===== src/rtl/toggle_period_meter.sv =====
// rtl/toggle_period_meter.sv - toggle synchronizer, edge pulser and toggle-interval meter
//
// Ports:
//   clk           system clock, rising edge
//   rst           synchronous, active-high reset
//   tog_in        asynchronous toggling input; both edges are events
//   period_ready  consumer accepts the current period measurement
//   edge_pulse    one-cycle pulse per detected toggle
//   period        clk cycles between the last two detected toggles
//   period_valid  period holds an unconsumed measurement
//   overrun       sticky; a measurement replaced an unconsumed one
//   timeout       no toggle seen for TIMEOUT cycles
//   locked        measurements currently trustworthy

module toggle_period_meter #(
   parameter int               CNT_W   = 28,
   parameter logic [CNT_W-1:0] TIMEOUT = 28'hFFFFFFF
) (
   input  logic             clk,
   input  logic             rst,
   input  logic             tog_in,
   input  logic             period_ready,
   output logic             edge_pulse,
   output logic [CNT_W-1:0] period,
   output logic             period_valid,
   output logic             overrun,
   output logic             timeout,
   output logic             locked
);

   localparam logic [CNT_W-1:0] ONE     = CNT_W'(1);
   localparam logic [CNT_W-1:0] CNT_MAX = TIMEOUT - ONE;

   typedef enum logic [1:0] {
      S_IDLE,
      S_MEAS,
      S_TOUT
   } state_t;

   state_t           state;
   logic             s1, s2, s3;
   logic             det;
   logic [CNT_W-1:0] cnt;
   logic             sat;
   logic             capture;

   // A saturated counter means at least TIMEOUT cycles have elapsed since
   // the previous toggle, so that interval is never reported.
   assign sat     = (cnt == CNT_MAX);
   assign capture = det && (state == S_MEAS) && !sat;

   always_ff @(posedge clk) begin
      if (rst) begin
         s1           <= 1'b0;
         s2           <= 1'b0;
         s3           <= 1'b0;
         det          <= 1'b0;
         cnt          <= '0;
         state        <= S_IDLE;
         edge_pulse   <= 1'b0;
         period       <= '0;
         period_valid <= 1'b0;
         overrun      <= 1'b0;
         timeout      <= 1'b0;
         locked       <= 1'b0;
      end else begin
         // s1/s2 form the metastability guard; det is registered so that
         // edge_pulse and the capture land on the same edge.
         s1         <= tog_in;
         s2         <= s1;
         s3         <= s2;
         det        <= s2 ^ s3;
         edge_pulse <= det;

         if (det) begin
            cnt <= '0;
         end else if (!sat) begin
            cnt <= cnt + ONE;
         end

         case (state)
            S_IDLE: begin
               // First toggle only establishes a time reference.
               if (det) begin
                  state <= S_MEAS;
               end
            end
            S_MEAS: begin
               // Saturation wins over a coincident toggle: an interval of
               // TIMEOUT cycles is a stall, not a measurement.
               if (sat) begin
                  state   <= S_TOUT;
                  timeout <= 1'b1;
                  locked  <= 1'b0;
               end else if (det) begin
                  locked <= 1'b1;
               end
            end
            S_TOUT: begin
               if (det) begin
                  state   <= S_MEAS;
                  timeout <= 1'b0;
               end
            end
            default: begin
               state <= S_IDLE;
            end
         endcase

         if (capture) begin
            period       <= cnt + ONE;
            period_valid <= 1'b1;
            if (period_valid && !period_ready) begin
               overrun <= 1'b1;
            end
         end else if (period_valid && period_ready) begin
            period_valid <= 1'b0;
         end
      end
   end

endmodule


===== config.mk =====
export PLATFORM = sky130hd
export DESIGN_NAME = toggle_period_meter
export DESIGN_NICKNAME = d
export VERILOG_FILES = /design/src/rtl/toggle_period_meter.sv
export SDC_FILE = /design/constraint.sdc
export NUM_CORES = 1
export LEC_CHECK = 0
export CORE_MARGIN = 8
export CORE_UTILIZATION = 48
export DETAILED_ROUTE_END_ITERATION = 8
export PLACE_DENSITY = 0.74
export SLEW_MARGIN = 20
export SYNTH_ARGS = -nofsm -noshare
export SYNTH_HDL_FRONTEND = slang
export SYNTH_SLANG_ARGS = --single-unit

===== constraint.sdc =====
create_clock -name clk -period 1.7 [get_ports clk]
set_input_delay 0.51 -clock clk [delete_from_list [all_inputs] [get_ports clk]]
set_output_delay 0.51 -clock clk [all_outputs]
set_load 0.02 [all_outputs]

# Yosys cells after proc, flatten, opt, wreduce, memory -nomap -nowiden
# Cells that the tools add are included.
# W data, S select, Z words.
[word_totals] ff_bits=67 input_bits=4 out_inout_bits=33
[op_classes] n_reduce_logical=16 mux=10 add_sub_neg=1 bitwise_logic=1 n_eq_ne=6
[ops] cell="$add A28 B1 Y28 const B" count=1
[ops] cell="$eq A28 B28 Y1 const B" count=1
[ops] cell="$mux W1" count=6
[ops] cell="$reduce_and A2 Y1" count=3
[ops] cell="$reduce_bool A2 Y1" count=3
[ops] cell="$logic_and A1 B1 Y1" count=4
[ops] cell="$mux W2" count=2
[ops] cell="$ne A2 B2 Y1 const B" count=2
[ops] cell="$pmux W2 S2" count=1
[ops] cell="$reduce_or A2 Y1" count=2
[ops] cell="$reduce_and A3 Y1" count=1
[ops] cell="$eq A2 B1 Y1 const B" count=1
[ops] cell="$eq A2 B2 Y1 const B" count=1
[ops] cell="$logic_not A1 Y1" count=2
[ops] cell="$logic_not A2 Y1" count=1
[ops] cell="$ne A2 B1 Y1 const B" count=1
[ops] cell="$pmux W1 S2" count=1
[ops] cell="$xor A1 B1 Y1" count=1

# Depth between registers and ports, before layout
# Gate-level depths: netlist of run 1.
[depth] ltp_word=4 mapped_depth=9 depth_no_buf=7

# Worst setup path before layout of run 1
# OpenSTA, ideal clock, no wires.
[synth_timing] path_type="reg2reg" start="register cnt[1]" end="register period[24]" period_less_slack_ns=1.805 required_ns=1.621 path_stages_with_launch=7 n_path_buf=0 arrival_ns=1.726 setup_slack_ns=-0.105 setup_time_ns=0.079 cell_sequence="dfxtp_1 -> ha_1 -> nand3_1 -> or4_4 -> nor4_4 -> xnor2_1 -> a211oi_2"
[synth_between] elab_chain_cells=3
[synth_lines] item="start: declaration" line_no="43" source="logic [CNT_W-1:0] cnt;"
[synth_lines] item="start signal: assignment" line_no="78" source="cnt <= cnt + ONE;"
[synth_lines] item="branches (longest 3 deep; another with $add A28 B1 Y28)"
[synth_lines] item="end signal: assignment" line_no="111" source="period <= cnt + ONE;"
[synth_lines] item="end: declaration" line_no="24" source="output logic [CNT_W-1:0] period,"
# Parallel ways; which one is timed is not known.
# A chain may end at the register's enable or synchronous reset.

# Worst setup path after layout of run 1
[layout_timing] start="register cnt[0]" end="register period[22]"
# Same word-level chain as after synthesis.

==> summary.md, run 1 <==
| Metric | Value |
|---|---|
| Setup TNS | `-2890 ps` |
| Die ar. | `slightly above 8000 um^2` |
| Total core area | `5440 um^2` |
| Core Rows | `27` |
| Global-route wire length before repair | `12,400 um` |
| Vias in the first global route | `2,580` |
| Clock root buffer master | `clkbuf_8` |
| Clock sinks | `67` |
| Syn avg cell area | `9.37 um^2` |
| EDFF count, synth | `0` |
| Final Skew | `7.49 ps` |
| Pleak | `1.70 nW` |
| GRT Residual Overflow | `0` |
| Cell with the most instances after synthesis | `dfxtp_1` |
| Yosys cell types | `32` |
| Die span in x | `between 90 and 100 um` |
| Worst-Skew Late Latency | `340 ps` |
| WP data arrival | `~2100 ps` |
| Tot Pwr | `3.15 mW` |
| Drt wl/cell | `18.8 um` |
| CP endpoint kind | `register` |
| Synthesized cell area | `2660 um^2` |
| Synth top area cells | `dfxtp_1, a211oi_1, nor2_1` |
| Final setup fails | `47` |
| Worst-margin pin slew | `440 ps` |
| Crit path time final | `1880 ps` |
| Post-Place Worst Slack | `-78.5 ps` |
| Maximum vdd drop | `0.626 mV` |
| Syn nets | `290` |
| Layout cells sized above 1 | `44.2%` |
| Startpoint Class | `register` |
| Final hold violations | `0` |
| Most instantiated cells after synthesis | `dfxtp_1, nor2_1, a21oi_1, a211oi_1` |
| Final worst slack | `-175 ps` |
| Total routed wirelength | `8450 um` |
| Vias | `2,572` |
| Tot GR Track Use | `18.5%` |
| Synth area leader | `dfxtp_1` |
| Worst Setup Path Type | `register to register` |
| Worst rel slew slack | `70.4%` |
| Failing checks | `setup timing` |
| Final Slew Violations | `0` |
| Initial antenna violation count | `0` |
| Residual DRC | `0` |
| H-Tree Level Count | `3` |
| Worst EP required | `1940 ps` |
| I/O Buffers | `36` |
| Outcome | `complete, but fails checks` |
| Ys flop type | `dfxtp_1` |
| FF+latch count, synth | `67` |
| Fin crit share | `110%` |
| Layout area overhead | `61.2%` |
| CTS Hold Buffers Added | `0` |
| Initial core utilization | `48.9%` |
| # diodes | `0` |
| Share of the synthesized area in the top cell type | `50.4%` |
| Drt first pass iters | `4` |
| # Max-Cap Violations | `0` |
| Max Buffers Root-to-Sink | `2` |
| Sequential share of the synthesized area | `50.4%` |
| Dpl cell area | `3390 um^2` |
| CTS tree | `built` |
| Fmax | `roughly 530 MHz` |
| RSZ-0062 raised after global routing | `true` |
| CP Max Fanout | `4` |
| Async SR Flop Fraction | `0%` |
| ANT nets after route | `0` |
| Via/cell ratio | `between 5 and 6` |
| Die Ht | `90.4 um` |
| Fin nets | `379` |
| Post-route design area | `4290 um^2` |
| Routability cong. | `0.908` |
| Largest net degree at the start of global routing | `31` |
| CTS buffer count | `9` |
| Syn Inst Count | `284` |
| Top Ports | `37` |
| Yosys warning count | `0` |
| PD cells | `735 nW/um^2` |
| Reg clk slew, reported paths | `about 70 ps` |
| HPWL after DPL | `4430 um` |
| DR iter-0 viols | `123` |
| Worst Hold Class | `register to register` |
## metrics by stage
| stage | hold slack, ps | utilization [%] | cells |
|---|---|---|---|
| after floorplan | 414 | - | 284 |
| after global placement | 430 | 62.3 | 414 |
| after detailed placement | 449 | 62.3 | 414 |
| after CTS | 461 | 72.3 | 446 |
| after global routing | 483 | 78.8 | 450 |
| final | 458 | 78.8 | 450 |
## repair_timing
item / in CTS / in global routing
setup buffers: 13 / 3
gates resized for setup: 79 / 62
pin swaps: 11 / 15
hold endpoints to repair: 0 / 0
setup endpoints to repair: 68 / 58
cloned: 3 / 1
## placed cells by master, fill, tap and decap left out, types with 3 or more instances in the layout
master	Yosys	final
clkbuf_8	0	12
xnor2_2	0	3
a21oi_2	0	18
dlygate4sd2_1	0	33
nor3_2	0	3
nand3_2	1	7
a211oi_2	1	15
nand3_1	14	4
xnor2_1	14	11
a21oi_1	30	11
nand2_1	7	7
a211oi_1	29	15
xor2_1	14	5
buf_4	0	41
nand4_1	9	9
nor2b_1	5	5
clkbuf_1	11	3
nor4_4	1	5
buf_6	0	9
and3_1	6	6
nor2_2	0	3
nor2_1	43	39
nand3_4	0	4
xor2_2	0	9
buf_12	0	4
clkdlybuf4s50_1	0	3
dfxtp_1	67	51
inv_1	4	3
dfxtp_2	0	16
buf_16	0	3
## metal layers
layer  global-route usage [%]  share of wire [%]  vias up
li1                         -                  -     1177
met1                     20.2                 40     1275
met2                     31.2                 52       92
met3                     4.82                4.6       28
met4                     11.7                3.8        0
met5                        0                  0        -
## flip-flops by register name, indices dropped and copies added (netlist names)
register and cells:
period 28, locked 1, s1 1, timeout 1, overrun 1, period_valid 1, state 2, det 1
edge_pulse 1, cnt 28, s2 1, s3 1
## cell families after synthesis
family / synth area share (%)
xor+xnor: 9.22
simple gates: 21.1
flops: 50.4
mux: 0.376
compound gates: 15.0
buf+inv: 2.96
fa+ha+maj: 0.941
## critical path, stage by stage (launching register included)
cell and delay [ps]:
dfxtp_2 340, ha_2 200, nand3_2 110, or4_4 510
nor4_4 180, xnor2_1 130, a211oi_1 310
## power by group
group / switching (mW) / internal (mW)
clock: 0.579 / 0.801
combinational: 0.0984 / 0.0704
sequential: 0.0140 / 1.59
total: 0.691 / 2.46
## path summary, 6_finish.rpt
kind                from          to  slack, ps  depth (start not counted)
setup / recovery  cnt[0]  period[22]       -180                          6
hold / removal        s1          s2        460                          1
hold reg to reg       s1          s2        460                          1
setup reg to reg  cnt[0]  period[22]       -180                          6
## layout make-up
cell class,instances,area (um^2)
clock inverters,1,30.0
flip-flops and latches,67,1360
clock buffers,15,176
fillers,311,1150
inverters,4,20.0
repair buffers,94,916
well taps,72,90.1
multi-input cells,197,1690
Note: power is estimated with default switching activity, not from simulation.
==> inputs of run 2 (changes only) <==
RECOVER_POWER = 25   (was not set)
==> summary.md, run 2 (synthesized netlist as in run 1, its figures left out) <==
| Metric | Value |
|---|---|
| CTS tree | `built` |
| Final hold violations | `0 (unchanged)` |
| CP endpoint kind | `register` |
| Final Slew Violations | `0 (unchanged)` |
| Final Skew | `7.48 ps (-0.0107 ps)` |
| GRT Residual Overflow | `0 (unchanged)` |
| Sw power | `0.694 mW (+0.34%)` |
| Most common cell after layout, fill and taps aside | `dfxtp_1` |
| Final worst slack | `-173 ps (+2.45 ps)` |
| Worst Setup Path Type | `register to register` |
| Largest regs | `cnt x28, period x28, state x2` |
| Crit path max-delay family | `simple AND/OR/NAND/NOR gates` |
| Layout cells sized above 1 | `44.2% (unchanged)` |
| Residual DRC | `0 (unchanged)` |
| Reg clk slew, reported paths | `70 ps (about the same)` |
| DR iter-0 viols | `123 (unchanged)` |
| Total routed wirelength | `8460 um (+0.11%)` |
| Total core area | `5440 um^2 (unchanged)` |
| Worst-margin pin slew | `497 ps (+57.8 ps)` |
| Outcome | `complete, but fails checks` |
| Sw frac | `22.0% (+0.063 points)` |
| Crit-path slowest cell | `or4_4` |
| Initial antenna violation count | `0 (unchanged)` |
| Fin crit share | `110% (-0.14 points)` |
| Drt wl/cell | `18.8 um (+0.11%)` |
| Die Ht | `90.4 um (unchanged)` |
| # Max-Cap Violations | `0 (unchanged)` |
| Clk network pwr share | `43.8% (about the same)` |
| WHS | `459 ps (+0.321 ps)` |
| # diodes | `0 (unchanged)` |
| Largest net degree at the start of global routing | `31 (unchanged)` |
| Initial core utilization | `48.9% (unchanged)` |
| Top Ports | `37 (unchanged)` |
| Drt first pass iters | `4 (unchanged)` |
| CTS buffer count | `9 (unchanged)` |
| ANT nets after route | `0 (unchanged)` |
| Worst-path cell chain | `ha_2 > nand3_2 > or4_4 > nor4_4 > xnor2_1 > a211oi_1` |
| WP data arrival | `2110 ps (about the same)` |
| Worst-Skew Late Latency | `340 ps (about the same)` |
| CTS Hold Buffers Added | `0 (unchanged)` |
| Setup TNS | `-2920 ps (-32.2 ps)` |
| Worst EP required | `1940 ps (about the same)` |
| Max Buffers Root-to-Sink | `2 (unchanged)` |
| Routability cong. | `0.908 (unchanged)` |
| Layout area overhead | `61.1% (about the same)` |
| PD cells | `736 nW/um^2 (+0.11%)` |
| Fillers | `312 (+0.32%)` |
| Worst Path Buf+Inv | `0 (unchanged)` |
| Sequential share of power | `50.8% (about the same)` |
| I/O Buffers | `36 (unchanged)` |
| Worst Hold Class | `register to register` |
| Failing checks | `setup timing` |
| Commonest non-fill, non-tap cells in the layout | `dfxtp_1, buf_4, nor2_1` |
| HPWL after DPL | `4430 um (unchanged)` |
| Fmax | `534 MHz (+0.13%)` |
| Logic pwr share | `5.3% (about the same)` |
| Pleak | `1.70 nW (about the same)` |
| Final setup fails | `47 (unchanged)` |
| Global-route wire length before repair | `12,400 um (unchanged)` |
| H-Tree Level Count | `3 (unchanged)` |
| Die span in x | `90.4 um (unchanged)` |
| CP Max Fanout | `4 (unchanged)` |
| Startpoint Class | `register` |
| Slowest stage delay, CP | `510 ps (about the same)` |
| Tot GR Track Use | `18.5% (unchanged)` |
| Die ar. | `8180 um^2 (unchanged)` |
| Vias in the first global route | `2,580 (unchanged)` |
| Clock root buffer master | `clkbuf_8` |
| RSZ-0062 raised after global routing | `true` |
| Crit path time final | `1870 ps (-2.45 ps)` |
| Clock sinks | `67 (unchanged)` |
| Fin nets | `379 (unchanged)` |
| Vias | `2,571 (-0.039%)` |
| Core Rows | `27 (unchanged)` |
| Maximum vdd drop | `0.626 mV (about the same)` |
| Via/cell ratio | `5.71 (about the same)` |
| Worst rel slew slack | `66.8% (-3.6 points)` |
| Internal power | `2.46 mW (about the same)` |
[run 2: cell types whose count changed in the layout (fill, tap and decap cells not counted), sizes merged]
cell    delta
buf        -1
clkbuf     +1
[run 2: stage by stage]
| step | util, % | cells | power [mW] | area, um^2 | worst slack [ps] |
|---|---|---|---|---|---|
| 3_3_place_gp | 62.3 | 414 | 1.77 | 3390 | -54.0 |
| 5_1_grt | 78.8 | 450 | 3.23 | 4290 | -291 |
| 6_report | 78.8 | 450 | 3.15 | 4290 | -173 |
| 3_5_place_dp | 62.3 | 414 | 1.77 | 3390 | -78.5 |
| 2_1_floorplan | - | 284 | 1.71 | 2680 | 2.77 |
| 4_1_cts | 72.3 | 446 | 3.14 | 3930 | -67.2 |
[run 2: path summary, 6_finish.rpt]
kind | from | to | slack [ps] | cells after the start
max | cnt[0] | period[22] | -170 | 6
min | s1 | s2 | 460 | 1
max reg2reg | cnt[0] | period[22] | -170 | 6
min reg2reg | s1 | s2 | 460 | 1
[run 2: cell type report]
type / instances / area, um^2 / share of cell area [%]
repair buffers: 94 / 913 / 21.3
clock inverters: 1 / 30.0 / 0.701
multi-input cells: 197 / 1690 / 39.5
flip-flops and latches: 67 / 1360 / 31.8
well taps: 72 / 90.1 / 2.10
clock buffers: 15 / 176 / 4.12
inverters: 4 / 20.0 / 0.467
[run 2: what timing repair did]
| item | 4_1_cts | 5_1_grt |
|---|---|---|
| gates cloned | 3 | 1 |
| endpoints found under the setup margin | 68 | 58 |
| resized for setup | 79 | 62 |
| setup buffers | 13 | 3 |
| pin swaps | 11 | 15 |
[run 2: routing by layer]
layer  up-vias  wire [um]  share of wire (%)  global-route usage [%]
met4         0        301                3.6                    11.7
li1       1177          -                  -                       -
met5         -          0                  0                       0
met2        88       4400                 52                    31.2
met3        25        399                4.7                    4.82
met1      1281       3350                 40                    20.2
[run 2: power groups by stage]
stage / clock (mW) / sequential (mW) / combinational [mW]
after CTS: 1.39 / 1.60 / 0.152
final: 1.38 / 1.60 / 0.168
after floorplan: 0 / 1.65 / 0.0599
after global routing: 1.45 / 1.60 / 0.180
after detailed placement: 0 / 1.64 / 0.131
after global placement: 0 / 1.64 / 0.129
